File: src/rtl/func_rr_unit_if.sv
// Handshake bundle for func_rr_unit: round-robin input channels with a single result port.
// The unit connects through the slave modport; producers and the consumer use the master modport.
interface func_rr_unit_if #(
   parameter int WIDTH = 32,
   parameter int NCH   = 2
);
   localparam int CW = (NCH > 1) ? $clog2(NCH) : 1;

   logic [1:0]         mode;
   logic [NCH*WIDTH-1:0] in_data;
   logic [NCH-1:0]     in_sync;
   logic [NCH-1:0]     in_notify;
   logic [WIDTH-1:0]   out_data;
   logic [CW-1:0]      out_ch;
   logic               out_sync;
   logic               out_notify;

   modport slave (
      input  mode, in_data, in_sync, out_sync,
      output in_notify, out_data, out_ch, out_notify
   );

   modport master (
      output mode, in_data, in_sync, out_sync,
      input  in_notify, out_data, out_ch, out_notify
   );
endinterface

File: src/rtl/func_rr_unit.sv
// Round-robin polling function unit: takes one word from the polled channel, applies
// ABS / RELU2 / per-channel accumulate / drain, then presents the result until it is accepted.
module func_rr_unit #(
   parameter int WIDTH = 32,
   parameter int NCH   = 2
) (
   input  logic          clk,
   input  logic          rst,
   func_rr_unit_if.slave bus
);
   localparam int CW = (NCH > 1) ? $clog2(NCH) : 1;

   typedef enum logic {SEC_READ, SEC_WRITE} section_t;

   section_t         r_sect, w_sectNext;
   logic [CW-1:0]    r_ptr, w_ptrNext;
   logic [CW-1:0]    r_outCh, w_outChNext;
   logic [WIDTH-1:0] r_outData, w_outDataNext;
   logic [NCH-1:0]   r_inNotify, w_inNotifyNext;
   logic [WIDTH-1:0] r_acc [NCH];

   logic [WIDTH-1:0] w_x, w_accCur, w_accNext, w_result;
   logic             w_syncSel, w_accWrite;

   function automatic logic [CW-1:0] nextCh(input logic [CW-1:0] c);
      if (NCH == 1 || c == CW'(NCH - 1)) return '0;
      return c + CW'(1);
   endfunction

   always_comb begin
      w_x       = '0;
      w_accCur  = '0;
      w_syncSel = 1'b0;
      for (int k = 0; k < NCH; k++) begin
         if (r_ptr == CW'(k)) begin
            w_x       = bus.in_data[k*WIDTH +: WIDTH];
            w_accCur  = r_acc[k];
            w_syncSel = bus.in_sync[k];
         end
      end
   end

   // Result datapath; the sign bit of x picks the ABS/RELU2 branch directly.
   always_comb begin
      w_result  = '0;
      w_accNext = w_accCur;
      unique case (bus.mode)
         2'd0: w_result = w_x[WIDTH-1] ? (WIDTH'(0) - w_x) : w_x;
         2'd1: w_result = w_x[WIDTH-1] ? '0 : {w_x[WIDTH-2:0], 1'b0};
         2'd2: begin
            w_accNext = w_accCur + w_x;
            w_result  = w_accNext;
         end
         default: begin
            w_accNext = '0;
            w_result  = w_accCur;
         end
      endcase
   end

   always_comb begin
      w_sectNext    = r_sect;
      w_ptrNext     = r_ptr;
      w_outChNext   = r_outCh;
      w_outDataNext = r_outData;
      w_accWrite    = 1'b0;
      unique case (r_sect)
         SEC_READ: begin
            if (w_syncSel) begin
               w_sectNext    = SEC_WRITE;
               w_outDataNext = w_result;
               w_outChNext   = r_ptr;
               w_accWrite    = bus.mode[1];
            end else begin
               w_ptrNext = nextCh(r_ptr);
            end
         end
         SEC_WRITE: begin
            if (bus.out_sync) begin
               w_sectNext = SEC_READ;
               w_ptrNext  = nextCh(r_outCh);
            end
         end
         default: w_sectNext = SEC_READ;
      endcase
   end

   always_comb begin
      w_inNotifyNext = '0;
      for (int k = 0; k < NCH; k++) begin
         if (w_sectNext == SEC_READ && w_ptrNext == CW'(k)) w_inNotifyNext[k] = 1'b1;
      end
   end

   always_ff @(posedge clk or posedge rst) begin
      if (rst) begin
         r_sect     <= SEC_READ;
         r_ptr      <= '0;
         r_outCh    <= '0;
         r_outData  <= '0;
         r_inNotify <= NCH'(1);
      end else begin
         r_sect     <= w_sectNext;
         r_ptr      <= w_ptrNext;
         r_outCh    <= w_outChNext;
         r_outData  <= w_outDataNext;
         r_inNotify <= w_inNotifyNext;
      end
   end

   always_ff @(posedge clk or posedge rst) begin
      if (rst) begin
         for (int k = 0; k < NCH; k++) r_acc[k] <= '0;
      end else if (w_accWrite) begin
         for (int k = 0; k < NCH; k++) begin
            if (r_ptr == CW'(k)) r_acc[k] <= w_accNext;
         end
      end
   end

   assign bus.in_notify  = r_inNotify;
   assign bus.out_notify = (r_sect == SEC_WRITE);
   assign bus.out_data   = r_outData;
   assign bus.out_ch     = r_outCh;
endmodule

File: src/flat_wrapper.sv
// flat-port wrapper written by rule: the top's interface ports become plain ports
module func_rr_unit_flat 
#(
   parameter int WIDTH = 32,
   parameter int NCH   = 2
)
  (clk, rst, bus_mode, bus_in_data, bus_in_sync, bus_out_sync, bus_in_notify, bus_out_data, bus_out_ch, bus_out_notify);
  func_rr_unit_if #(.WIDTH(WIDTH), .NCH(NCH)) bus_i ();
  input  logic clk;
  input  logic rst;
  input wire logic [$bits(bus_i.mode)-1:0] bus_mode;
  input wire logic [$bits(bus_i.in_data)-1:0] bus_in_data;
  input wire logic [$bits(bus_i.in_sync)-1:0] bus_in_sync;
  input wire logic [$bits(bus_i.out_sync)-1:0] bus_out_sync;
  output wire logic [$bits(bus_i.in_notify)-1:0] bus_in_notify;
  output wire logic [$bits(bus_i.out_data)-1:0] bus_out_data;
  output wire logic [$bits(bus_i.out_ch)-1:0] bus_out_ch;
  output wire logic [$bits(bus_i.out_notify)-1:0] bus_out_notify;
  assign bus_i.mode = bus_mode;
  assign bus_i.in_data = bus_in_data;
  assign bus_i.in_sync = bus_in_sync;
  assign bus_i.out_sync = bus_out_sync;
  assign bus_in_notify = bus_i.in_notify;
  assign bus_out_data = bus_i.out_data;
  assign bus_out_ch = bus_i.out_ch;
  assign bus_out_notify = bus_i.out_notify;
  func_rr_unit #(.WIDTH(WIDTH), .NCH(NCH)) u_core (.clk(clk), .rst(rst), .bus(bus_i));
endmodule
File: config.mk
export PLATFORM = sky130hd
export DESIGN_NAME = func_rr_unit_flat
export DESIGN_NICKNAME = d
export VERILOG_FILES = /design/src/rtl/func_rr_unit_if.sv /design/src/rtl/func_rr_unit.sv /design/src/flat_wrapper.sv
export SDC_FILE = /design/constraint.sdc
export NUM_CORES = 1
export LEC_CHECK = 0
export CAP_MARGIN = 0
export CORE_ASPECT_RATIO = 0.75
export CORE_UTILIZATION = 35
export DETAILED_ROUTE_END_ITERATION = 10
export PLACE_DENSITY_LB_ADDON = 0.15
export SYNTH_ARGS = -nofsm -noshare
export SYNTH_HDL_FRONTEND = slang
export SYNTH_SLANG_ARGS = --single-unit
export TNS_END_PERCENT = 50
File: constraint.sdc
create_clock -name clk -period 7.8 [get_ports clk]
set_input_delay 1.95 -clock clk [delete_from_list [all_inputs] [get_ports clk]]
set_output_delay 1.95 -clock clk [all_outputs]
set_load 0.05 [all_outputs]
==> reports/metrics.yaml, run 1 <==
cts.clk_slew.worst_paths_ns: 0.08
antenna_cells_inserted: 0
cts_buffer_depth: 2
route.vias.total: 7619
met3RoutedLength_mm: 1.596
dpl-instance-area_um2: 9524
portBuffers: 106
detail-route-antenna-nets: 0
fp.dieW_um: 179.2
yosysMostFrequentCell: "sky130_fd_sc_hd__nand2_1"
worst-endpoint-arrival_ns: 5.51
met1Wirelength_mm: 13.88
cts.root.buffer_cell: "sky130_fd_sc_hd__clkbuf_16"
cp_top_family: "compound AO/OA/AOI/OAI gates"
syn-mean-instance-area_um2: 8.379
grt_overall_usage_pct: 22.51
core_area_um2: 23060
sequentialPowerShare_pct: 21.6
cap_violations: 0
pd_cells_nw_per_um2: 403.0
fin_worst_skew_ns: 0.01419
total_negative_setup_slacks_ns: 0
synth_area_leaders: "sky130_fd_sc_hd__dfrtp_1 30%, sky130_fd_sc_hd__o21ai_0 6.7%, sky130_fd_sc_hd__mux2_2 6.3%, sky130_fd_sc_hd__nand2_1 6.2%, sky130_fd_sc_hd__ha_1 4.9%"
wire_length_of_the_first_global_routing_pass_mm: 41.88
p_leak_nw: 4.152
tritoncts.num_buffers: 9
overall_power_consumption_mw: 3.958
synth_area_leader_cell: "sky130_fd_sc_hd__dfrtp_1"
synth_largest_type_area_fraction_pct: 30.35
ys_top_cells_by_count: "137 x sky130_fd_sc_hd__nand2_1, 110 x sky130_fd_sc_hd__o21ai_0, 100 x sky130_fd_sc_hd__dfrtp_1, 61 x sky130_fd_sc_hd__a21oi_1, 50 x sky130_fd_sc_hd__nor2_1"
die-area_um2: 24180
timing.final.crit_share_pct: 67.80
clock_tree.htree_level_count: 3
post_cts_hold_buffer_count: 0
stdcell_area_um2: 9821
row_count: 48
start_point_of_the_worst_min_delay_path: "u_core.r_acc[20]$_DFFE_PP0P_"
dr.pass1.iters: 8
grt_pass1_vias: 7265
worstHoldPathType: "register to register"
startpoint_type: "input pin"
area_growth_syn_to_layout_pct: 19.10
fp.dieH_um: 134.9
count_of_flip_flops_with_a_built_in_enable_after_synthesis: 0
mappedNetlistNets: 1088
cpPeakStageDelay_ns: 0.50
avgViaCountPerCell: 5.602
clockPowerShare_pct: 11.6
initialDrtViolationCount: 675
worst_setup_path_end_kind: "register"
layout.filler_cells: 2357
violated_checks: "design-rule violations"
synth.cell_area_um2: 8245
power.share.combinational_pct: 66.8
timing.reg2reg.setup_slack_ns: 3.35
cts.sinks: 101
post_synth_num_cell_types: 80
dominantRegCellSynth: "sky130_fd_sc_hd__dfrtp_1"
ys_async_sr_fraction_pct: 100.0
insertion_delay_of_the_later_clocked_pin_in_the_worst_skew_pair_ns: 0.36
crit_path_max_fanout: 4
timing.critical_path.required_ns: 8.02
slowest_stage: "sky130_fd_sc_hd__a311oi_1"
antenna_violations_before_repair: 0
dr.max_layer_used: "met4"
wirelength_mm: 26.44
cts_post_setup_buffers_inserted: 0
cts_tree: "built"
gp_congestion: 0.8434
yosysWarnings: 0
start_util_pct: 35.75
swShare_pct: 49.96
cp_num_buf_inv: 2
nNetsFinal: 1159
ys_ff_latch: 101
synth_cells: 984
maxSlewViolCount: 0
path_class: "input pin to register"
timing.critical_path.cells: "clkdlybuf4s50_1, mux2i_1, inv_1, ha_1, a211oi_1, nor3_1, o2111ai_1, a21oi_1, a21oi_1, o21ai_0, a311oi_1, o21ai_0"
final-setup-viol-count: 0
netSwitchingPower_mw: 1.977
vdd.ir_drop.worst_mv: 0.1807
startpoint: "bus_in_data[33]"
worstReg2RegStart: "u_core.r_ptr$_DFF_PP0_"
overflow: 0
grt_setup_unrepaired: "no"
internal_pwr_total_mw: 1.981
detailedPlacementHpwl_mm: 18.51
post_cts_resized: 0
detail_routed_net_length_per_standard_cell_um: 19.44
hold_viol: 0
route.detailed.drc: 20
synth_seq_area_share_pct: 30.67
final_critical_path_time_including_i_o_delays_and_setup_ns: 5.289
routed_length_on_met2_mm: 10.72
drive_above_1_share_pct: 11.23
status: "complete, but fails checks"
fmax_mhz: 189.1
ioPinCount: 107
worstMarginPinSlew_ns: 0.9894
grt_start_max_net_pins: 62
maxSlewHeadroom_pct: 33.49
## per-stage QoR
step | hold slack, ns | setup WS, ns | util, % | instances
finish | 0.4754 | 2.511 | 42.58 | 1360
CTS | 0.4794 | 2.610 | 42.58 | 1360
global placement | 0.4543 | 2.362 | 41.30 | 1344
detailed placement | 0.4652 | 2.244 | 41.30 | 1344
floorplan | 0.4429 | 3.205 | - | 984
global route | 0.5016 | 2.265 | 42.58 | 1360
## logic make-up (layout without fill, tap and decap cells)
kind of cell	count (synthesis)	count (layout)	share of synthesized area, %
xor+xnor	40	40	4.249
buf+inv	95	171	5.144
flops	101	101	30.67
mux	81	81	11.49
compound gates	325	325	24.84
simple gates	309	309	18.51
fa+ha+maj	33	33	5.099
## cell usage in the layout (no fill, tap or decap), drive strengths merged, types with 7 or more instances in the layout
| master | count |
|---|---|
| a21o | 29 |
| a21oi | 61 |
| a31oi | 7 |
| a41oi | 8 |
| and2 | 9 |
| buf | 18 |
| clkbuf | 12 |
| clkdlybuf4s50 | 105 |
| dfrtp | 100 |
| ha | 32 |
| inv | 33 |
| mux2 | 47 |
| mux2i | 34 |
| nand2 | 137 |
| nand2b | 10 |
| nand3 | 15 |
| nand4 | 8 |
| nor2 | 51 |
| nor3 | 27 |
| nor4 | 7 |
| o211ai | 17 |
| o21ai | 124 |
| o31ai | 18 |
| or3 | 11 |
| xnor2 | 33 |
| xor2 | 7 |
## registers in the layout (all words and copies together), names as in the netlist
| signal | count |
|---|---|
| u_core.bus.out_notify | 1 |
| u_core.bus.out_ch | 1 |
| u_core.bus.in_notify | 2 |
| u_core.r_acc | 64 |
| u_core.r_ptr | 1 |
| u_core.bus.out_data | 32 |
## final timing paths
path	to	cells past startpoint
max	u_core.r_acc[29]$_DFFE_PP0P_	12
min	u_core.r_acc[20]$_DFFE_PP0P_	2
max reg2reg	u_core.r_acc[29]$_DFFE_PP0P_	12
min reg2reg	u_core.r_acc[20]$_DFFE_PP0P_	2
max in group asynchronous	u_core.r_acc[51]$_DFFE_PP0P_	3
min in group asynchronous	u_core.r_acc[12]$_DFFE_PP0P_	2
## cell type report
cell class              count  area (um2)  area share [%]
well taps                 300       375.4           3.822
multi-input cells         788        5310           54.07
repair buffers            123        1184           12.05
clock inverters             4       30.03          0.3058
flip-flops and latches    101        2532           25.79
clock buffers              12       266.5           2.714
inverters                  32       122.6           1.249
## tightest hold or removal path, stage by stage, from the launching register on
cell                      delay, ns
sky130_fd_sc_hd__dfrtp_1       0.34
sky130_fd_sc_hd__nand2_1       0.04
sky130_fd_sc_hd__o21ai_0       0.06
## metal layers
| metal | up-vias | global-route usage (%) |
|---|---|---|
| li1 | 3740 | - |
| met1 | 3627 | 34.99 |
| met2 | 234 | 32.11 |
| met3 | 18 | 4.139 |
| met4 | 0 | 4.015 |
| met5 | - | 0 |
## power groups by stage
stage	logic, mW	registers, mW	clock network, mW
floorplan	1.67	1.13	0
global placement	2.61	0.865	0
detailed placement	2.61	0.864	0
CTS	2.63	0.858	0.469
global route	2.89	0.883	0.487
finish	2.64	0.856	0.457
Power figures use the tool's default switching activity.
==> run 2: changes to the inputs <==
Clock period 7.8 ns to 5.4 ns, I/O delays scaled along.
==> run 2 against run 1 <==
Effect of this change: the flow still finishes with violations (design-rule violations); routed wire length increased by 0.85%; global-route usage increased by 0.12 points; non-clock buffer count increased by 6; sequential share of layout area decreased by 0.059 points; largest power group unchanged.
==> reports/metrics.yaml, run 2 (synthesis results as in run 1) <==
worst-endpoint-arrival_ns: 4.79  # -0.72 ns
overflow: 0  # unchanged
grt_pass1_vias: 7268  # +0.041%
wirelength_mm: 26.66  # +0.85%
violated_checks: "design-rule violations"
initialDrtViolationCount: 596  # -12%
start_util_pct: 35.75  # unchanged
reg2reg_depth: 11  # -1
overall_power_consumption_mw: 5.715  # +44%
detail-route-antenna-nets: 0  # unchanged
route.detailed.drc: 20  # unchanged
path_class: "input pin to register"
crit_path_max_fanout: 4  # unchanged
clock_tree.htree_level_count: 3  # unchanged
slowest_stage: "sky130_fd_sc_hd__a311oi_1"
start_point_of_the_worst_min_delay_path: "u_core.bus.out_data[5]$_DFFE_PP0P_"
cp_top_family: "compound AO/OA/AOI/OAI gates"
row_count: 48  # unchanged
final_common_cell: "sky130_fd_sc_hd__nand2_1"
maxSlewViolCount: 0  # unchanged
route.vias.total: 7685  # +0.87%
ioPinCount: 107  # unchanged
seq_area_um2: 2532  # unchanged
fin_cells: 1366  # +0.44%
cts_buffer_depth: 2  # unchanged
multi_input_area_um2: 5310  # unchanged
timing.critical_path.cells: "clkdlybuf4s50_1, mux2i_1, inv_1, ha_1, a211oi_1, nor3_1, o2111ai_1, a21oi_1, a21oi_1, o21ai_0, a311oi_1, o21ai_0"
portBuffers: 106  # unchanged
placed_cells: 1350  # +0.45%
antenna_cells_inserted: 0  # unchanged
wire_length_of_the_first_global_routing_pass_mm: 42.06  # +0.41%
post-place-ws_ns: 0.4615  # -1.783 ns
timing.critical_path.required_ns: 5.62  # -2.40 ns
cts.clk_slew.worst_paths_ns: 0.07  # about the same
status: "complete, but fails checks"
vdd.ir_drop.worst_mv: 0.2210  # +22%
cts_post_setup_buffers_inserted: 0  # unchanged
avgViaCountPerCell: 5.626  # +0.42%
tritoncts.num_buffers: 9  # unchanged
fin_worst_skew_ns: 0.007683  # -0.006509 ns
final_critical_path_setup_slack_ns: 0.8242  # -1.687 ns
grt_start_max_net_pins: 82  # +32%
post_cts_resized: 0  # unchanged
hold_viol: 0  # unchanged
hold-path-endpoint: "u_core.bus.out_data[5]$_DFFE_PP0P_"
cts_tree: "built"
grt_overall_usage_pct: 22.63  # +0.12 points
grt_setup_unrepaired: "no"
largest_register: "u_core.r_acc"
area_growth_syn_to_layout_pct: 19.38
layout.filler_cells: 2380  # +0.98%
cp_num_buf_inv: 2  # unchanged
hold-path-cell-count: 1  # -1
dr.pass1.iters: 8  # unchanged
startpoint_type: "input pin"
detail_routed_net_length_per_standard_cell_um: 19.52  # +0.41%
timing.reg2reg.setup_slack_ns: 0.89  # -2.46 ns
maxSlewHeadroom_pct: 30.63  # -2.9 points
cap_violations: 0  # unchanged
p_leak_nw: 4.175  # +0.55%
fp.dieW_um: 179.2  # unchanged
fp.dieH_um: 134.9  # unchanged
worstReg2RegStart: "u_core.r_ptr$_DFF_PP0_"
nNetsFinal: 1165  # +0.52%
worstHoldPathType: "register to register"
gp_congestion: 0.8808  # +4.4%
final_cell_mix: "137 x sky130_fd_sc_hd__nand2_1, 110 x sky130_fd_sc_hd__o21ai_0, 105 x sky130_fd_sc_hd__clkdlybuf4s50_1"
rr_endpoint: "u_core.r_acc[29]$_DFFE_PP0P_"
number_of_flip_flops_in_the_largest_register: 64  # unchanged
cts.root.buffer_cell: "sky130_fd_sc_hd__clkbuf_16"
cpPeakStageDelay_ns: 0.46  # -0.04 ns
final_critical_path_time_including_i_o_delays_and_setup_ns: 4.576
cts.sinks: 101  # unchanged
insertion_delay_of_the_later_clocked_pin_in_the_worst_skew_pair_ns: 0.36  # about the same
worstMarginPinSlew_ns: 1.041  # +0.05114 ns
final-setup-viol-count: 0  # unchanged
pd_cells_nw_per_um2: 580.6  # +44%
post_cts_hold_buffer_count: 0  # unchanged
worst_setup_path_end_kind: "register"
total_negative_setup_slacks_ns: 0  # unchanged
core_area_um2: 23060  # unchanged
fmax_mhz: 218.5
drive_above_1_share_pct: 11.63  # +0.41 points
die-area_um2: 24180  # unchanged
antenna_violations_before_repair: 0  # unchanged
timing.final.crit_share_pct: 84.74
detailedPlacementHpwl_mm: 18.90  # +2.1%
[run 2: how the worst max path moves through the flow]
stage | start | slack [ns] | cells past startpoint | to
2_1_floorplan | u_core.r_ptr$_DFF_PP0_ | 1.39 | 17 | u_core.r_acc[28]$_DFFE_PP0P_
3_3_place_gp | bus_in_data[33] | 0.67 | 12 | u_core.r_acc[29]$_DFFE_PP0P_
3_5_place_dp | bus_in_data[18] | 0.46 | 12 | u_core.r_acc[29]$_DFFE_PP0P_
4_1_cts | bus_in_data[18] | 0.84 | 12 | u_core.r_acc[29]$_DFFE_PP0P_
5_1_grt | bus_in_data[33] | 0.62 | 12 | u_core.r_acc[29]$_DFFE_PP0P_
6_report | bus_in_data[33] | 0.82 | 12 | u_core.r_acc[29]$_DFFE_PP0P_
[run 2: power by group]
part           switching, mW  internal (mW)  total (mW)
logic                   2.29           1.46        3.76
registers              0.259           1.06        1.32
clock network          0.320          0.318       0.638
[run 2: metrics by stage]
stage	cell area (um2)	hold WS (ns)	util (%)
2_1_floorplan	8245	0.4429	-
3_3_place_gp	9569	0.4563	41.49
3_5_place_dp	9569	0.4603	41.49
4_1_cts	9843	0.4766	42.68
5_1_grt	9843	0.4996	42.68
6_report	9843	0.4781	42.68
[run 2: routing by layer]
metal	global-route usage [%]	up-vias	routed length, um
li1	-	3738	-
met1	35.79	3676	13890
met2	31.34	247	10720
met3	3.660	24	1730
met4	5.229	0	324
met5	0	-	0
[run 2: area by class of cell]
type                            instances  area share [%]
Clock buffer                           10           2.326
Clock inverter                          6          0.4576
Inverter                               32           1.246
Multi-Input combinational cell        788           53.95
Sequential cell                       101           25.73
Tap cell                              300           3.813
Timing Repair Buffer                  129           12.48
==> patch 1: new RTL, flow settings as in run 2 <==
Reset style: synchronous (`rst`), changed in 2 clocked blocks.
--- a/src/rtl/func_rr_unit.sv
+++ b/src/rtl/func_rr_unit.sv
@@ -94,3 +94,3 @@
 
-   always_ff @(posedge clk or posedge rst) begin
+   always_ff @(posedge clk) begin
       if (rst) begin
@@ -110,3 +110,3 @@
 
-   always_ff @(posedge clk or posedge rst) begin
+   always_ff @(posedge clk) begin
       if (rst) begin
Check against the original RTL: differs if rst is asserted again (counterexample within 4 cycles, from zero or initial values and one cycle with rst high); with rst held inactive, the same outputs for 4 cycles.
==> patch 1 against run 2 <==
  * Setup slack got worse by 0.16 ns
  * Hold slack got worse by 0.039 ns
  * Core utilization rose by 1.3 points
  * Count of clock-buffer cells in the layout rose by 2
  * Area after synthesis fell by 8.1%
  * Cell area fell by 5.4%
  * Sequential share of layout area rose by 2.9 points
  * Largest cell class unchanged
  * Routed wire length rose by 0.93%
  * Sequential cell count did not move
Power is not compared: it rests on default switching activity, and its combinational part moved more than twofold at a synthesized area within 25%.
==> patch 1: results <==
set metrics [dict create \
    track_usage 0.247 \
    wl_met2_um 11200 \
    totalWireLength_um 26900 \
    syn_nets 965 \
    synthMostInstantiatedCell "nor2_1" \
    grt_max_degree 53 \
    place_inst 1230 \
    max_slew_margin 0.326 \
    ys_types 71 \
    async_flop_share 0 \
    drt_iter0_drc 660 \
    drt-met1-wl_um 13200 \
    synthFlopType "edfxtp_1" \
    finClkSkew_ns 0.00906 \
    worstReg2RegStart "u_core.r_ptr" \
    gp_congestion 0.920 \
    n_fill_cell 2187 \
    synthTopCellsByCount "nor2_1, a21oi_1, nand2_1, edfxtp_1, o21ai_0" \
    nNetsFinal 1057 \
    syn_inst 861 \
    status "finished clean" \
    worstPathArrival_ns 4.84 \
    dpl.hpwl_um 19700 \
    synthTopCellsByArea "edfxtp_1, dfxtp_1, mux2_2, a21oi_1, ha_1" \
    grt_pass1_vias 6732 \
]
==> patch 1: changes by cell type after synthesis, sizes merged, moves of 7 or more <==
cell,change
xor2,+13
nand2,-58
edfxtp,+64
dfxtp,+37
clkbuf,-8
o21ai,-69
mux2i,-11
a21oi,+21
o31ai,-9
a21o,-19
a211oi,+8
dfrtp,-100
o211ai,-7
nor2,+39
==> patch 1: through the flow <==
step	setup slack, ns	hold slack, ns	area (um2)
2_1_floorplan	0.389	0.616	7580
3_3_place_gp	0.393	0.433	9040
3_5_place_dp	0.375	0.435	9040
4_1_cts	0.729	0.445	9310
5_1_grt	0.455	0.471	9310
6_report	0.667	0.439	9310
==> patch 1: metal layers <==
metal | vias to the layer above | track usage
met5 | - | 0
met2 | 295 | 0.373
met4 | 0 | 0.0474
met3 | 21 | 0.0418
li1 | 3377 | -
met1 | 3441 | 0.370
==> patch 1: worst paths after layout <==
check | endpoint | depth (start not counted)
worst max register to register | u_core.r_acc[0][57] | 11
worst min register to register | u_core.bus.out_data[8] | 2
worst min-delay path | u_core.bus.out_data[8] | 2
worst max-delay path | u_core.r_acc[0][57] | 12
==> patch 1: power by group <==
part           internal (W)  switching, W  total [W]  leakage (nW)
Clock              0.000319      0.000313   0.000631         0.128
Combinational      0.000470      0.000746    0.00122          2.37
Sequential         0.000889     0.0000450   0.000934         0.975
Total               0.00168       0.00110    0.00278          3.47
==> patch 1: cell type report <==
cell class,instances,area share
clock inverter,4,0.00363
clock buffer,12,0.0254
sequential,101,0.286
timing repair buffer,132,0.138
inverter,30,0.0121
multi-input combinational,679,0.496
tap,288,0.0387
==> patch 1: kinds of logic (layout without fill, tap and decap cells) <==
| kind of cell | after synthesis | after routing | share of synthesized area |
|---|---|---|---|
| muxes | 70 | 70 | 0.102 |
| AOI/OAI and AO/OA | 253 | 253 | 0.216 |
| and+or+nand+nor | 270 | 270 | 0.170 |
| adders and majority gates | 33 | 33 | 0.0555 |
| xor gates and xnor gates | 53 | 53 | 0.0613 |
| DFF | 101 | 101 | 0.351 |
| buffers and inverters | 81 | 178 | 0.0442 |
==> patch 1: critical path: stages <==
cell             delay, ns
clkdlybuf4s50_1       0.43
mux2i_1               0.40
inv_1                 0.10
ha_1                  0.31
a211oi_1              0.39
o21a_1                0.25
nor3_1                0.09
a221o_1               0.46
a21oi_1               0.52
o21ai_0               0.19
xor2_1                0.18
and2_1                0.17
==> patch 2: new RTL, config.mk and constraints of run 2 <==
Without the edit above. `WIDTH` is set to 32 in 3 places; all go to 16.
--- a/src/rtl/func_rr_unit_if.sv
+++ b/src/rtl/func_rr_unit_if.sv
@@ -3,3 +3,3 @@
 interface func_rr_unit_if #(
-   parameter int WIDTH = 32,
+   parameter int WIDTH = 16,
    parameter int NCH   = 2
--- a/src/rtl/func_rr_unit.sv
+++ b/src/rtl/func_rr_unit.sv
@@ -3,3 +3,3 @@
 module func_rr_unit #(
-   parameter int WIDTH = 32,
+   parameter int WIDTH = 16,
    parameter int NCH   = 2
--- a/src/flat_wrapper.sv
+++ b/src/flat_wrapper.sv
@@ -3,3 +3,3 @@
 #(
-   parameter int WIDTH = 32,
+   parameter int WIDTH = 16,
    parameter int NCH   = 2
Ports: changed (resized bus_in_data and bus_out_data); port bits go from 107 to 59. The function was not compared with the original's and may differ.
==> patch 2 against run 2 <==
  * Sequential share of layout area increased by 0.49 points
  * Non-clock buffer count decreased by 63
  * Core utilization increased by 0.80 points
  * Synthesized cell count decreased by 49%
  * Routed wire length decreased by 54%
  * Sequential cell count decreased by 48
  * Total power decreased by 49%
  * Via count decreased by 49%
  * Cell area decreased by 49%
  * Clock skew decreased by 0.0014 ns
  * Hold slack got worse by 0.0024 ns
  * Area after synthesis decreased by 49%
  * Setup slack improved by 0.52 ns
==> patch 2: results <==
set metrics [dict create \
    first_pass_iters 5 \
    met2_usage 0.314 \
    reg2reg_to "u_core.r_acc[30]" \
    ys_seq_area_frac 0.315 \
    grt_max_degree 46 \
    pre_cts_ws_ns 1.10 \
    dpl_cell_area_um2 4890 \
    dpl.hpwl_um 9050 \
    grt_pass1_wl_um 19500 \
    power.share.switching 0.479 \
    via_per_inst 5.50 \
    rrSetupSlack_ns 1.70 \
    wl_met2_um 5460 \
    synthTopCellsByArea "dfrtp_1, o21ai_0, nand2_1, mux2_2, ha_1" \
    totalWireLength_um 12200 \
    switching_power_w 0.00139 \
    layout-drive-gt1-share 0.0969 \
    max_slew_margin 0.307 \
    place_inst 701 \
    synthTopCellsByCount "nand2_1, o21ai_0, dfrtp_1, a21oi_1, nor2_1" \
    cts_max_level 2 \
    ys_types 64 \
    track_usage 0.200 \
    met3_usage 0.0282 \
    pg_seq_w 0.000729 \
    status "finished clean" \
    crit_slowest_cell "clkdlybuf4s50_1" \
    r2r_cells 10 \
    stdcell_count 709 \
    n_fill_cell 1161 \
    drt-met1-wl_um 6120 \
    ir_drop_mv 0.361 \
    syn_inst 503 \
    hold_slack_ns 0.476 \
    path_max_fanout 5 \
    syn_nets 559 \
    hold_path_depth 2 \
    p_leak_nw 2.15 \
    finClkSkew_ns 0.00625 \
    insertion_delay_ns 0.30 \
    numCtsBuffers 5 \
    worstPathArrival_ns 4.27 \
    wl_met3_um 552 \
    cp_slowest_stage_delay_ns 0.52 \
    drt_iter0_drc 289 \
    port_buffers 58 \
    synth_compound_area_frac 0.236 \
    p_clk_w 0.000388 \
    gp_congestion 0.891 \
    largest_reg_flops 32 \
    hold_start "u_core.r_acc[5]" \
    timing.hold.worst_endpoint "u_core.r_acc[5]" \
    muxShareOfSynthArea 0.112 \
]
[patch 2: cell types whose count changed after synthesis, sizes merged, moves of 16 or more]
cell and delta:
a21o -24, a21oi -30, clkbuf -26, dfrtp -48, ha -16, mux2 -26
nand2 -66, nor2 -21, o21ai -52, xnor2 -20
[patch 2: worst max-delay path by stage]
stage	to	startpoint	slack, ns
after floorplan	u_core.r_acc[30]	bus_in_data[16]	2.05
after global placement	u_core.r_acc[30]	bus_in_data[0]	1.16
after detailed placement	u_core.r_acc[30]	bus_in_data[0]	1.10
after CTS	u_core.r_acc[30]	bus_in_data[0]	1.41
after global routing	u_core.r_acc[14]	bus_in_data[0]	1.19
final	u_core.r_acc[30]	bus_in_data[0]	1.35
[patch 2: area by class of cell]
type / count / area (um2) / area share
multi-input combinational: 400 / 2650 / 0.522
sequential: 53 / 1330 / 0.262
timing repair buffer: 66 / 641 / 0.126
tap: 162 / 203 / 0.0400
clock buffer: 6 / 139 / 0.0274
inverter: 20 / 75.1 / 0.0148
clock inverter: 2 / 37.5 / 0.00741
